File: config.mk
export PLATFORM = sky130hd
export DESIGN_NAME = bit_serial_adder_flat
export DESIGN_NICKNAME = d
export VERILOG_FILES = /design/src/rtl/bit_serial_adder_if.sv /design/src/rtl/bit_serial_adder.sv /design/src/flat_wrapper.sv
export SDC_FILE = /design/constraint.sdc
export NUM_CORES = 1
export LEC_CHECK = 0
export CAP_MARGIN = 5
export CORE_UTILIZATION = 43
export CTS_CLUSTER_SIZE = 25
export DETAILED_ROUTE_END_ITERATION = 16
export GPL_TIMING_DRIVEN = 0
export PLACE_DENSITY = 0.8
export SKIP_CTS_REPAIR_TIMING = 1
export SYNTH_ARGS = -nofsm -noshare
export SYNTH_HDL_FRONTEND = slang
export SYNTH_SLANG_ARGS = --single-unit
File: constraint.sdc
create_clock -name clk -period 1.4 [get_ports clk]
set_clock_uncertainty 0.15 [all_clocks]
set_input_delay 0.28 -clock clk [delete_from_list [all_inputs] [get_ports clk]]
set_output_delay 0.28 -clock clk [all_outputs]
set_load 0.05 [all_outputs]
File: src/rtl/bit_serial_adder_if.sv
// Start/busy/done handshake and operand/result bundle for the bit-serial adder.
// The controller side (master) drives start/A/B/Cin; the adder side (slave) drives busy/done/Sum/Cout.
// Port V (signed overflow) exists only when OVERFLOW_FLAG_EN is defined.
interface bit_serial_adder_if #(
  parameter int WIDTH = 4
);
  logic             start;
  logic [WIDTH-1:0] A;
  logic [WIDTH-1:0] B;
  logic             Cin;
  logic             busy;
  logic             done;
  logic [WIDTH-1:0] Sum;
  logic             Cout;
`ifdef OVERFLOW_FLAG_EN
  logic             V;
`endif

  modport master (
    output start, A, B, Cin,
    input  busy, done, Sum, Cout
`ifdef OVERFLOW_FLAG_EN
    , input V
`endif
  );

  modport slave (
    input  start, A, B, Cin,
    output busy, done, Sum, Cout
`ifdef OVERFLOW_FLAG_EN
    , output V
`endif
  );
endinterface

File: src/rtl/bit_serial_adder.sv
// Bit-serial WIDTH-bit adder: one full-adder slice plus a carry flop, operands consumed LSB first.
// Latency: start accepted on edge N -> busy cycles N+1..N+WIDTH -> done pulse in cycle N+WIDTH+1.
// Backpressure: start is only honoured in IDLE or DONE; it is ignored while busy (no queuing).
// Optional macro OVERFLOW_FLAG_EN adds the registered signed-overflow output V.
module bit_serial_adder #(
  parameter int WIDTH = 4
) (
  input  logic               clk,
  input  logic               rst,
  bit_serial_adder_if.slave  bus
);

  localparam int CW = (WIDTH > 1) ? $clog2(WIDTH) : 1;
  localparam logic [CW-1:0] LAST = CW'(WIDTH - 1);

  typedef enum logic [1:0] {
    IDLE  = 2'd0,
    SHIFT = 2'd1,
    DONE  = 2'd2
  } state_t;

  state_t state, state_nxt;

  logic [WIDTH-1:0] a_sr;
  logic [WIDTH-1:0] b_sr;
  logic [WIDTH-1:0] res_sr;
  logic             carry_q;
  logic [CW-1:0]    cnt;

  logic [WIDTH-1:0] sum_q;
  logic             cout_q;
`ifdef OVERFLOW_FLAG_EN
  logic             v_q;
`endif

  logic accept;
  logic last;
  logic fa_s;
  logic fa_c;
  logic busy_c;
  logic done_c;

  // start is only looked at when no add is in flight
  assign accept = ((state == IDLE) || (state == DONE)) && bus.start;
  assign last   = (state == SHIFT) && (cnt == LAST);

  // The single full-adder slice working on the current LSBs and the carry flop
  assign fa_s = a_sr[0] ^ b_sr[0] ^ carry_q;
  assign fa_c = (a_sr[0] & b_sr[0]) | (carry_q & (a_sr[0] ^ b_sr[0]));

  // State register
  always_ff @(posedge clk) begin
    if (rst) state <= IDLE;
    else     state <= state_nxt;
  end

  // Next-state logic
  always_comb begin
    state_nxt = state;
    case (state)
      IDLE:    if (bus.start) state_nxt = SHIFT;
      SHIFT:   if (last)      state_nxt = DONE;
      DONE:    state_nxt = bus.start ? SHIFT : IDLE;
      default: state_nxt = IDLE;
    endcase
  end

  // Handshake outputs decoded from state
  always_comb begin
    busy_c = 1'b0;
    done_c = 1'b0;
    case (state)
      SHIFT:   busy_c = 1'b1;
      DONE:    done_c = 1'b1;
      default: ;
    endcase
  end

  // Operand shift registers, partial result, carry flop and bit counter
  always_ff @(posedge clk) begin
    if (rst) begin
      a_sr    <= '0;
      b_sr    <= '0;
      res_sr  <= '0;
      carry_q <= 1'b0;
      cnt     <= '0;
    end else if (accept) begin
      a_sr    <= bus.A;
      b_sr    <= bus.B;
      carry_q <= bus.Cin;
      cnt     <= '0;
    end else if (state == SHIFT) begin
      a_sr    <= a_sr >> 1;
      b_sr    <= b_sr >> 1;
      res_sr  <= {fa_s, res_sr[WIDTH-1:1]};
      carry_q <= fa_c;
      // counter parks at WIDTH-1 instead of wrapping
      if (!last) cnt <= cnt + 1'b1;
    end
  end

  // Visible results change only when the last slice completes (DONE entry) or on reset
  always_ff @(posedge clk) begin
    if (rst) begin
      sum_q  <= '0;
      cout_q <= 1'b0;
`ifdef OVERFLOW_FLAG_EN
      v_q    <= 1'b0;
`endif
    end else if (last) begin
      sum_q  <= {fa_s, res_sr[WIDTH-1:1]};
      cout_q <= fa_c;
`ifdef OVERFLOW_FLAG_EN
      // carry_q holds the carry into the MSB slice during the last SHIFT cycle
      v_q    <= carry_q ^ fa_c;
`endif
    end
  end

  assign bus.busy = busy_c;
  assign bus.done = done_c;
  assign bus.Sum  = sum_q;
  assign bus.Cout = cout_q;
`ifdef OVERFLOW_FLAG_EN
  assign bus.V    = v_q;
`endif

endmodule

File: src/flat_wrapper.sv
// flat-port wrapper written by rule: the top's interface ports become plain ports
module bit_serial_adder_flat 
#(
  parameter int WIDTH = 4
)
  (clk, rst, bus_start, bus_A, bus_B, bus_Cin, bus_busy, bus_done, bus_Sum, bus_Cout);
  bit_serial_adder_if #(.WIDTH(WIDTH)) bus_i ();
  input  logic clk;
  input  logic rst;
  input wire logic [$bits(bus_i.start)-1:0] bus_start;
  input wire logic [$bits(bus_i.A)-1:0] bus_A;
  input wire logic [$bits(bus_i.B)-1:0] bus_B;
  input wire logic [$bits(bus_i.Cin)-1:0] bus_Cin;
  output wire logic [$bits(bus_i.busy)-1:0] bus_busy;
  output wire logic [$bits(bus_i.done)-1:0] bus_done;
  output wire logic [$bits(bus_i.Sum)-1:0] bus_Sum;
  output wire logic [$bits(bus_i.Cout)-1:0] bus_Cout;
  assign bus_i.start = bus_start;
  assign bus_i.A = bus_A;
  assign bus_i.B = bus_B;
  assign bus_i.Cin = bus_Cin;
  assign bus_busy = bus_i.busy;
  assign bus_done = bus_i.done;
  assign bus_Sum = bus_i.Sum;
  assign bus_Cout = bus_i.Cout;
  bit_serial_adder #(.WIDTH(WIDTH)) u_core (.clk(clk), .rst(rst), .bus(bus_i));
endmodule
* Word-level counts from Yosys, hierarchy flattened *
Index checks and enable logic that the tools add are counted.

storage, ports and cells
  input port bits = 12
  register bits after elaboration = 22
  word-level logic and storage cells = 42
  output and inout bits = 7

operators by class
  add/sub/neg operators = 1
  bitwise logic cells = 7
  mux-type cells = 12
  eq/ne operators = 5
  reductions and logical operators = 9

operators with widths
  cell                                                   count
  2-to-1 mux 4 bit                                       4
  one-hot mux 2 bit (3 select lines)                     1
  AND reduction 2 bit                                    3
  2-to-1 mux 1 bit                                       5
  equality test 2 bit, second input constant             2
  2-to-1 mux 2 bit                                       2
  adder 2 x 1 -> 2 bit, second input constant            1
  bitwise AND 1 bit                                      2
  equality test 2 x 1 -> 1 bit, second input constant    1
  logical AND 1 bit                                      2
  logical NOT 2 bit                                      1
  inequality test 2 x 1 -> 1 bit, second input constant  1
  inequality test 2 bit, second input constant           1
  inverter 1 bit                                         2
  nonzero test 2 bit                                     1
  OR reduction 2 bit                                     1
  bitwise XOR 1 bit                                      2
  logical OR 1 bit                                       1
  bitwise OR 1 bit                                       1

* Logic depth before layout (Yosys ltp) *
  word-level depth = 5
  mapped depth = 5
  mapped depth without buffers = 4

* Least setup slack after synthesis *
OpenSTA, ideal clock, no wires.

  path type = register to register
  start = reg u_core.cnt[0]
  end = reg u_core.cnt[1]
  slack = 23 ps
  arrival time = 1094 ps
  setup time = 134 ps
  cell stages (with the launch flop) = 5
  data required time = 1116 ps
  buffers on the path = 0
  clock period less this slack = 1377 ps
  cells stage by stage = dfxtp_1 -> ha_1 -> nor3b_4 -> mux2i_1 -> nor3_2

on the way
  word-level cells in the longest chain between the ends = 4
  elaborated cells between the ends (all ways) = 5
  classes of those cells = add/sub (1); eq/ne (1); bitwise (1); reduce/logical (2)

RTL lines
  element                               line                    text
  from (decl)                           bit_serial_adder.sv:28  logic [CW-1:0] cnt;
  from (signal assigned)                bit_serial_adder.sv:98  if (!last) cnt <= cnt + 1'b1;
  equality test 2 bit                   bit_serial_adder.sv:45  assign last = (state == SHIFT) && (cnt == LAST);
  logical AND 1 bit                     bit_serial_adder.sv:45
  inverter 1 bit (no source line)       --
  AND reduction 2 bit (no source line)  --

Parallel ways exist; a longest one is shown, timed or not.
A chain may end at the register's enable or synchronous reset.

* Worst setup path in the final report *
  start = reg u_core.state[1]
  end = out bus_busy

on the way
  word-level cells in the longest chain between the ends = 2

RTL lines
  element                       line                    text
  from (decl)                   bit_serial_adder.sv:22  state_t state, state_nxt;
  from (signal assigned)        bit_serial_adder.sv:54  else state <= state_nxt;
  equality test 2 x 1 -> 1 bit  bit_serial_adder.sv:72  case (state)
  2-to-1 mux 1 bit              bit_serial_adder.sv:72
  to (decl)                     flat_wrapper.sv:14      output wire logic [$bits(bus_i.busy)-1:0] bus_busy;

No other way between the ends.

==> results.txt <==
status -> finished with violations
failing checks -> setup timing
Syn-to-layout area delta -> 36.6%
setup ws final -> -0.201 ns
HP Start -> u_core.bus.Sum[2]
FMAX -> 625 MHz
#FFs+latches synth -> 21
DIE WIDTH -> 47.7 um
Util after Layout -> 62.6%
maxcap violations -> 0
Pwr per Cell Area -> 943 nW/um^2
nets -> 142
register area share after synthesis -> 46.8%
unrepaired setup endpoints after global routing -> yes
crit-path max cell delay -> 0.37 ns
total gr overflow -> 0
net count after synthesis -> 110
post-DR wirelength/cell -> 11.8 um
GP Congestion -> 0.735
post-synth top area share -> 46.8%
die area -> 2280 um^2
drt via density -> 5.06
Pins Over Slew Limit -> 0
first-pass iteration count of the detailed router -> 4
reg-to-reg critical path startpoint -> u_core.cnt[0]
FFs w/ async S/R, synth -> 0%
drt initial violations -> 18
vias in the first global route -> 600
hold path cells -> 2
I/O Pins -> 19
Syn Area/Cell -> 9.36 um^2
worst-margin pin slew -> 0.551 ns
HP Class -> reg -> reg
Yosys top cell by area -> dfxtp_1
Core Box Area -> 1960 um^2
GR Util met1 -> 21.4%
Min Clock Period, post-route -> 1.60 ns
Total Wirelength -> 1820 um
EDFF count, synth -> 0
initial core utilization -> 45.8%
flop2flop setup slack -> 0.04 ns
CP Class -> reg -> out
largest net degree at the start of global routing -> 13
Crit. End Element -> output pin
Final setup viols -> 2
Most common cell on crit path -> buf_8
vias -> 779
CP startpoint kind -> flop
initial antenna violation count -> 0
clock slew at reported path FFs -> 0.12 ns
port bufs -> 18
Reg-to-Reg End -> u_core.cnt[1]
DRC -> 0
Relative slew margins -> 63.3%
WHS Endpoint -> u_core.bus.Sum[2]
Crit path depth -> 4
FILL cells -> 185
share of cells above drive strength 1 -> 31.5%
Post-synth top flop -> dfxtp_1
cells along the critical path -> nand2b_4 > inv_6 > buf_8 > buf_8
crit-path max FO -> 6
synthesized area -> 898 um^2
n_diodes -> 0
most frequent cell after synthesis -> dfxtp_1
Critical Path RT -> 0.97 ns
Cells after Synth -> 96
final hold vios -> 0
P_leak -> 0.467 nW
yosys warns -> 0
CTS root buf -> clkbuf_4
CTS Buffer Depth -> 2
met2 usage -> 25.4%
Die Y -> 47.7 um
Crit path max-delay family -> flip-flops
top cells by area, synth -> dfxtp_1, nand2_1, a21oi_1, nand3_1, buf_6
Final period util -> 114%
IR drop worst, VDD -> 0.936 mV
WP buf/inv -> 3
top cells by count, synth -> dfxtp_1, nand2_1, a21oi_1, nand3_1, nor2_1
Worst path slowest cell -> dfxtp_4
CTS tree -> yes
antenna-violating nets left -> 0
Post-DP HPWL -> 1230 um
GR peak layer -> met2
Overall Global Routing Usage -> 16.2%
Worst Reg-to-Reg Cells -> 4
H-tree depth -> 1
CP arrival -> 1.17 ns
met3 GRT Util -> 6.04%
Netlist cell types -> 26
cts bufs inserted -> 3
worst skew pair latency -> 0.31 ns
Row Count -> 16
final hold slack -> 0.315 ns
clock sinks -> 21
first-pass GRT wire length -> 2590 um
==> layer usage <==
metal | vias up | part of all wire (%)
li1 | 392 | -
met1 | 367 | 45
met2 | 18 | 50
met3 | 2 | 4.9
met4 | 0 | 0.66
met5 | - | 0
==> where the power goes <==
part	internal (mW)	switching (mW)
Clock	0.107	0.185
Sequential	0.624	0.0207
Combinational	0.119	0.103
==> sequential cells by signal, indices dropped and copies added (netlist names) <==
| name | count |
|---|---|
| u_core.res_sr | 3 |
| u_core.state | 2 |
| u_core.b_sr | 4 |
| u_core.cnt | 2 |
| u_core.bus.Cout | 1 |
| u_core.carry_q | 1 |
| u_core.a_sr | 4 |
| u_core.bus.Sum | 4 |
==> layout make-up <==
cell class	count	area (um^2)	area share [%]
Tap cell	27	33.8	2.75
Timing Repair Buffer	27	231	18.9
Inverter	1	8.76	0.714
Sequential cell	21	433	35.3
Buffer	6	52.6	4.28
Clock inverter	1	5.00	0.408
Multi-Input combinational cell	68	440	35.9
Clock buffer	3	22.5	1.83
==> metrics by stage <==
step / total power, mW / setup slack [ns] / area (um^2) / TNS [ns] / std cells
global route: 1.21 / -0.251 / 1230 / -0.400 / 154
CTS: 1.13 / -0.986 / 1140 / -4.54 / 145
detailed placement: 0.844 / -0.633 / 1110 / -5.36 / 141
global placement: 0.839 / -0.622 / 1110 / -5.15 / 141
floorplan: 0.782 / 0.0226 / 898 / 0 / 96
finish: 1.16 / -0.201 / 1230 / -0.306 / 154
==> logic make-up after synthesis <==
logic type | Yosys count | synth area share, %
buffers and inverters | 7 | 5.57
muxes | 2 | 2.23
xor gates and xnor gates | 1 | 0.975
DFF | 21 | 46.8
AOI/OAI and AO/OA | 19 | 14.2
adders and majority gates | 2 | 3.62
and+or+nand+nor | 44 | 26.6
==> worst register-to-register path: stages, from the launching register on <==
cell and delay (ns):
dfxtp_4 0.37, ha_4 0.17, nor3b_4 0.26, mux2i_1 0.24, nor3_2 0.05
==> placed cells by master, fill, tap and decap left out, drive strengths merged <==
cell type,count
dfxtp,21
buf,19
nand2,18
a21oi,12
clkdlybuf4s50,11
nand3,9
nor2,6
clkbuf,6
nor3,5
a22oi,3
a311oi,3
mux2i,2
nand2b,2
inv,1
and2b,1
nand3b,1
nor2b,1
nor3b,1
xnor2,1
o22ai,1
fa,1
ha,1
clkinv,1
==> how the worst max path moves through the flow <==
| stage | from | to | slack [ns] |
|---|---|---|---|
| final | u_core.state[1] | bus_busy | -0.20 |
| after global routing | u_core.state[1] | bus_busy | -0.25 |
| after CTS | u_core.state[0] | bus_busy | -0.99 |
| after detailed placement | u_core.state[0] | bus_busy | -0.63 |
| after global placement | u_core.state[0] | bus_busy | -0.62 |
| after floorplan | u_core.cnt[0] | u_core.cnt[1] | 0.02 |
Note: power is estimated with default switching activity, not from simulation.
